<file path="config.mk">
export PLATFORM = sky130hd
export DESIGN_NAME = store_buffer
export DESIGN_NICKNAME = d
export VERILOG_FILES = /design/src/rtl/store_buffer.sv
export SDC_FILE = /design/constraint.sdc
export NUM_CORES = 1
export LEC_CHECK = 0
export ABC_AREA = 1
export CAP_MARGIN = 40
export CORE_UTILIZATION = 52
export DETAILED_ROUTE_END_ITERATION = 12
export HOLD_SLACK_MARGIN = 0.08
export PLACE_DENSITY = 0.73
export SYNTH_ARGS = -nofsm -noshare
export SYNTH_HDL_FRONTEND = slang
export SYNTH_SLANG_ARGS = --single-unit
</file>
<file path="constraint.sdc">
create_clock -name clk -period 8.45 [get_ports clk]
set_input_delay 1.69 -clock clk [delete_from_list [all_inputs] [get_ports clk]]
set_output_delay 1.69 -clock clk [all_outputs]
set_load 0.005 [all_outputs]
</file>
<file path="src/rtl/store_buffer.sv">
// Write-back store buffer: an in-order FIFO of {address, data} stores that drains to data
// memory through a valid/ready port and forwards the newest matching store to loads.
module store_buffer #(
  parameter int DEPTH = 4
) (
  input  logic        clk,
  input  logic        reset,
  input  logic        MemWrite,
  input  logic [31:0] DataAdr,
  input  logic [31:0] WriteData,
  output logic        Stall,
  output logic        FwdHit,
  output logic [31:0] FwdData,
  output logic        BusValid,
  output logic [31:0] BusAdr,
  output logic [31:0] BusData,
  input  logic        BusReady,
  output logic        Empty
);

  localparam int AW = (DEPTH > 1) ? $clog2(DEPTH) : 1;

  logic [31:0]   r_adr  [DEPTH];
  logic [31:0]   r_data [DEPTH];
  logic [AW-1:0] r_head;
  logic [AW-1:0] r_tail;
  logic [AW:0]   r_count;

  logic          w_full;
  logic          w_empty;
  logic          w_enq;
  logic          w_deq;
  logic          w_match;
  logic [AW-1:0] w_idx;
  logic          w_fwd_hit;
  logic [31:0]   w_fwd_data;

  assign w_full  = (r_count == (AW+1)'(DEPTH));
  assign w_empty = (r_count == '0);
  // A full buffer refuses the store even if the head drains this same cycle.
  assign w_enq   = MemWrite & ~w_full;
  assign w_deq   = ~w_empty & BusReady;

  assign Stall    = w_full;
  assign Empty    = w_empty;
  assign BusValid = ~w_empty;
  assign BusAdr   = w_empty ? 32'd0 : r_adr[r_head];
  assign BusData  = w_empty ? 32'd0 : r_data[r_head];
  assign FwdHit   = w_fwd_hit;
  assign FwdData  = w_fwd_data;

  // Pointer, occupancy and entry storage updates.
  always_ff @(posedge clk) begin
    if (reset) begin
      r_head  <= '0;
      r_tail  <= '0;
      r_count <= '0;
      for (int i = 0; i < DEPTH; i++) begin
        r_adr[i]  <= 32'd0;
        r_data[i] <= 32'd0;
      end
    end else begin
      if (w_enq) begin
        r_adr[r_tail]  <= DataAdr;
        r_data[r_tail] <= WriteData;
        r_tail         <= r_tail + 1'b1;
      end
      if (w_deq) begin
        r_head <= r_head + 1'b1;
      end
      case ({w_enq, w_deq})
        2'b10:   r_count <= r_count + 1'b1;
        2'b01:   r_count <= r_count - 1'b1;
        default: r_count <= r_count;
      endcase
    end
  end

  // Walk valid entries oldest to newest so the last word-address match wins.
  always_comb begin
    w_fwd_hit  = 1'b0;
    w_fwd_data = 32'd0;
    w_idx      = '0;
    w_match    = 1'b0;
    for (int i = 0; i < DEPTH; i++) begin
      w_idx      = r_head + AW'(i);
      w_match    = ~MemWrite && ((AW+1)'(i) < r_count) &&
                   (r_adr[w_idx][31:2] == DataAdr[31:2]);
      w_fwd_hit  = w_fwd_hit | w_match;
      w_fwd_data = w_match ? r_data[w_idx] : w_fwd_data;
    end
  end

endmodule

</file>
==> out/results.tsv <==
stage	metric	value	unit
drt	dr.pass1.iters	6	
critical_path	cp_slowest_stage_delay	850	ps
logic_synthesis	synth_fp_nets	3004	
timing	tightest_slew	867	ps
timing	fmaxAchievable	134	MHz
critical_path	cp_data_arrival_time	5770	ps
logic_synthesis	ys_warn_count	0	
clock_tree	clkTransAtPathRegs	70	ps
timing	finalCritPeriodShare	0.882	
logic_synthesis	netlist_instances	2931	
layout	final_cells	3524	
clock_tree	cts-resized-gates	0	
power	max-vdd-ir-drop	0.243	mV
timing	timing.final.max_slew_violations	0	
placement	portBuffers	167	
logic_synthesis	seq_area_frac_synth	0.401	
logic_synthesis	synth_area_per_cell	6.70	um^2
timing	relSlewSlack	0.422	
timing	fin_crit	7460	ps
layout	fin_nets	3069	
layout	area_growth	15.4	%
floorplan	fp-row-count	70	
floorplan	ioPinCount	168	
timing	rsz0062_at_grt	no	
logic_synthesis	yosys.area.top_type	edfxtp_1	
drt	drt_iter0_drc	2821	
timing	tns	0	ps
logic_synthesis	dominantRegCellSynth	edfxtp_1	
clock_tree	cts_tree	built	
logic_synthesis	synthSimpleGateAreaFrac	0.359	
logic_synthesis	synthArstFlopShare	0	
critical_path	critPathLaunchType	flip-flop	
layout	drive_gt1_frac	0.0404	
layout	nFillCells	3386	
logic_synthesis	synth_edf_count	256	
drt	viasPerCell	5.98	
logic_synthesis	synth_xor_area_frac	0.00981	
global_routing	grt_first_pass_wirelength	110000	um
critical_path	worst-r2r-cell-count	12	
global_routing	grt_pass1_vias	19576	
critical_path	crit_fanout	65	
clock_tree	ctsHoldBuffers	0	
layout	multi_input_area	0.0100	mm^2
drt	vias	21066	
global_routing	track_usage	0.370	
clock_tree	cts.path.max_buffers	3	
logic_synthesis	synth.area.top_cells	edfxtp_1 (39%), nand2_1 (22%), nor2_1 (8.0%), inv_1 (4.8%), nand3_1 (4.5%)	
global_routing	grt_overflow	0	
clock_tree	cts_setup_buffers	0	
logic_synthesis	synthAdderAreaFrac	0.00319	
logic_synthesis	yosysUniqueCellTypes	36	
drt	wl_per_cell	20.5	um
global_routing	grt_max_degree	121	
logic_synthesis	synth_seq_cells	265	
critical_path	required	6760	ps
logic_synthesis	synth_area	0.0196	mm^2
run	maxCapViolations	0	
floorplan	die_w	196	um
timing	skew	8.93	ps
logic_synthesis	yosysTopAreaCellShare	0.391	
clock_tree	root_buffer	clkbuf_16	
clock_tree	clkLatencyLatePin	580	ps
logic_synthesis	synthMuxAreaShare	0.0163	
timing	finalHoldViolations	0	
layout	final_util	0.615	
drt	drc	0	
status	outcome	finished, final reports clean	
critical_path	cp-end-kind	primary output	
hold_path	whs_path_depth	2	
placement	placed_cells	3467	
critical_path	slowest_stage	dfxtp_1	
critical_path	critPathMostFrequentCell	nand2_1	
logic_synthesis	synth-compound-area-share	0.119	
placement	dp_hpwl	46100	um
clock_tree	clkSinkCount	265	
drt	totalWireLength	72200	um
critical_path	critPathKind	flip-flop to primary output	
timing	setup-violations-final	0	
clock_tree	cts_buffers	31	
floorplan	coreArea	0.0369	mm^2
floorplan	fp.dieH	196	um
clock_tree	htreeDepth	1	
floorplan	die_area	0.0385	mm^2
drt	antenna_left	0	
hold_path	hp-class	flip-flop to flip-flop	
logic_synthesis	synth_top_family_by_area	simple AND/OR/NAND/NOR gates	
logic_synthesis	synth_top_cells_by_count	nand2_1 (1154), nor2_1 (420), edfxtp_1 (256)	
power	power_leakage	9.89	nW
floorplan	start_util	0.533	
placement	gp_congestion	1.03	
logic_synthesis	yosysMostFrequentCell	nand2_1	
layout	diodes	0	
power	power_density	278	mW/mm^2
critical_path	worstPathCellList	nand2_2 > nand2_2 > buf_4 > o21ai_1 > nand2_1 > o21ai_0 > nor2_1 > nand2_1 > nor2_1 > nand2_1 > nor2_4 > buf_4 > o211ai_1 > nand2_1 > clkdlybuf4s50_1	
global_routing	antenna_found_initial	2	
layout	ff_latch_area	0.00788	mm^2
flip-flops by register name, indices dropped and copies added (netlist names), named ones only:
signal   flops
r_adr      128
r_data     128
r_count      3
r_head       2
r_tail       2
cells in the final DEF (no fill, tap or decap), drive strengths merged:
| master | count |
|---|---|
| nand3 | 176 |
| buf | 44 |
| a221oi | 32 |
| a32oi | 32 |
| nor3 | 2 |
| nand3b | 1 |
| nand4 | 22 |
| clkinvlp | 4 |
| a211oi | 1 |
| clkdlybuf4s50 | 167 |
| o22ai | 5 |
| dfxtp | 9 |
| o21bai | 1 |
| o21ai | 152 |
| xor2 | 22 |
| o211ai | 35 |
| and2 | 1 |
| inv | 251 |
| nand2 | 1159 |
| edfxtp | 256 |
| ha | 5 |
| a21oi | 98 |
| a22oi | 28 |
| nor2 | 427 |
| mux2i | 32 |
| o31ai | 1 |
| bufinv | 3 |
| clkinv | 18 |
| clkbuf | 36 |
metrics by stage:
step	setup slack (ps)	total power [mW]	area (um^2)	hold WS (ps)
after floorplan	1190	3.71	19600	490
after global placement	1910	4.80	21400	554
after detailed placement	1910	4.88	21700	577
after CTS	1280	6.20	22700	588
after global routing	987	6.63	22700	624
final	995	6.30	22700	594
metal layers:
layer  GRT usage  routed length (um)  up-vias
li1            -                   -     9664
met1       0.497               28000     9708
met2       0.583               32300     1442
met3      0.0628                8890      248
met4       0.172                3000        4
met5           0                  27        -
worst max-delay path: cells and delay by family, from the launching register on:
| family | cells | cell delay (ps) |
|---|---|---|
| buf+inv | 3 | 1610 |
| flops | 1 | 850 |
| compound gates | 3 | 650 |
| simple gates | 9 | 2020 |
power by group:
part / total, mW / internal [mW] / switching (mW)
Combinational: 3.23 / 1.05 / 2.18
Sequential: 1.73 / 1.59 / 0.140
Clock: 1.34 / 0.766 / 0.574
Total: 6.30 / 3.40 / 2.90
kinds of logic after synthesis:
group	Yosys count
flip-flops	265
buffers and inverters	434
XOR/XNOR	22
multiplexers	32
AO/OA/AOI/OAI	385
adder cells (fa/ha/maj)	5
AND/OR/NAND/NOR	1788
final cells by class:
type                            count  share of cell area
Sequential cell                   265               0.347
Clock buffer                       36              0.0351
Tap cell                          504              0.0278
Multi-Input combinational cell   2232               0.443
Inverter                          255              0.0427
Clock inverter                     21             0.00900
Timing Repair Buffer              211              0.0953
worst paths after layout:
kind                                endpoint  slack, ps       start
worst max-delay path             FwdData[17]        990   r_head[1]
worst min-delay path               r_tail[0]        590   r_tail[0]
worst max register to register  r_adr[0][25]       5110  r_count[0]
worst min register to register     r_tail[0]        590   r_tail[0]
Note: power is estimated with default switching activity, not from simulation.
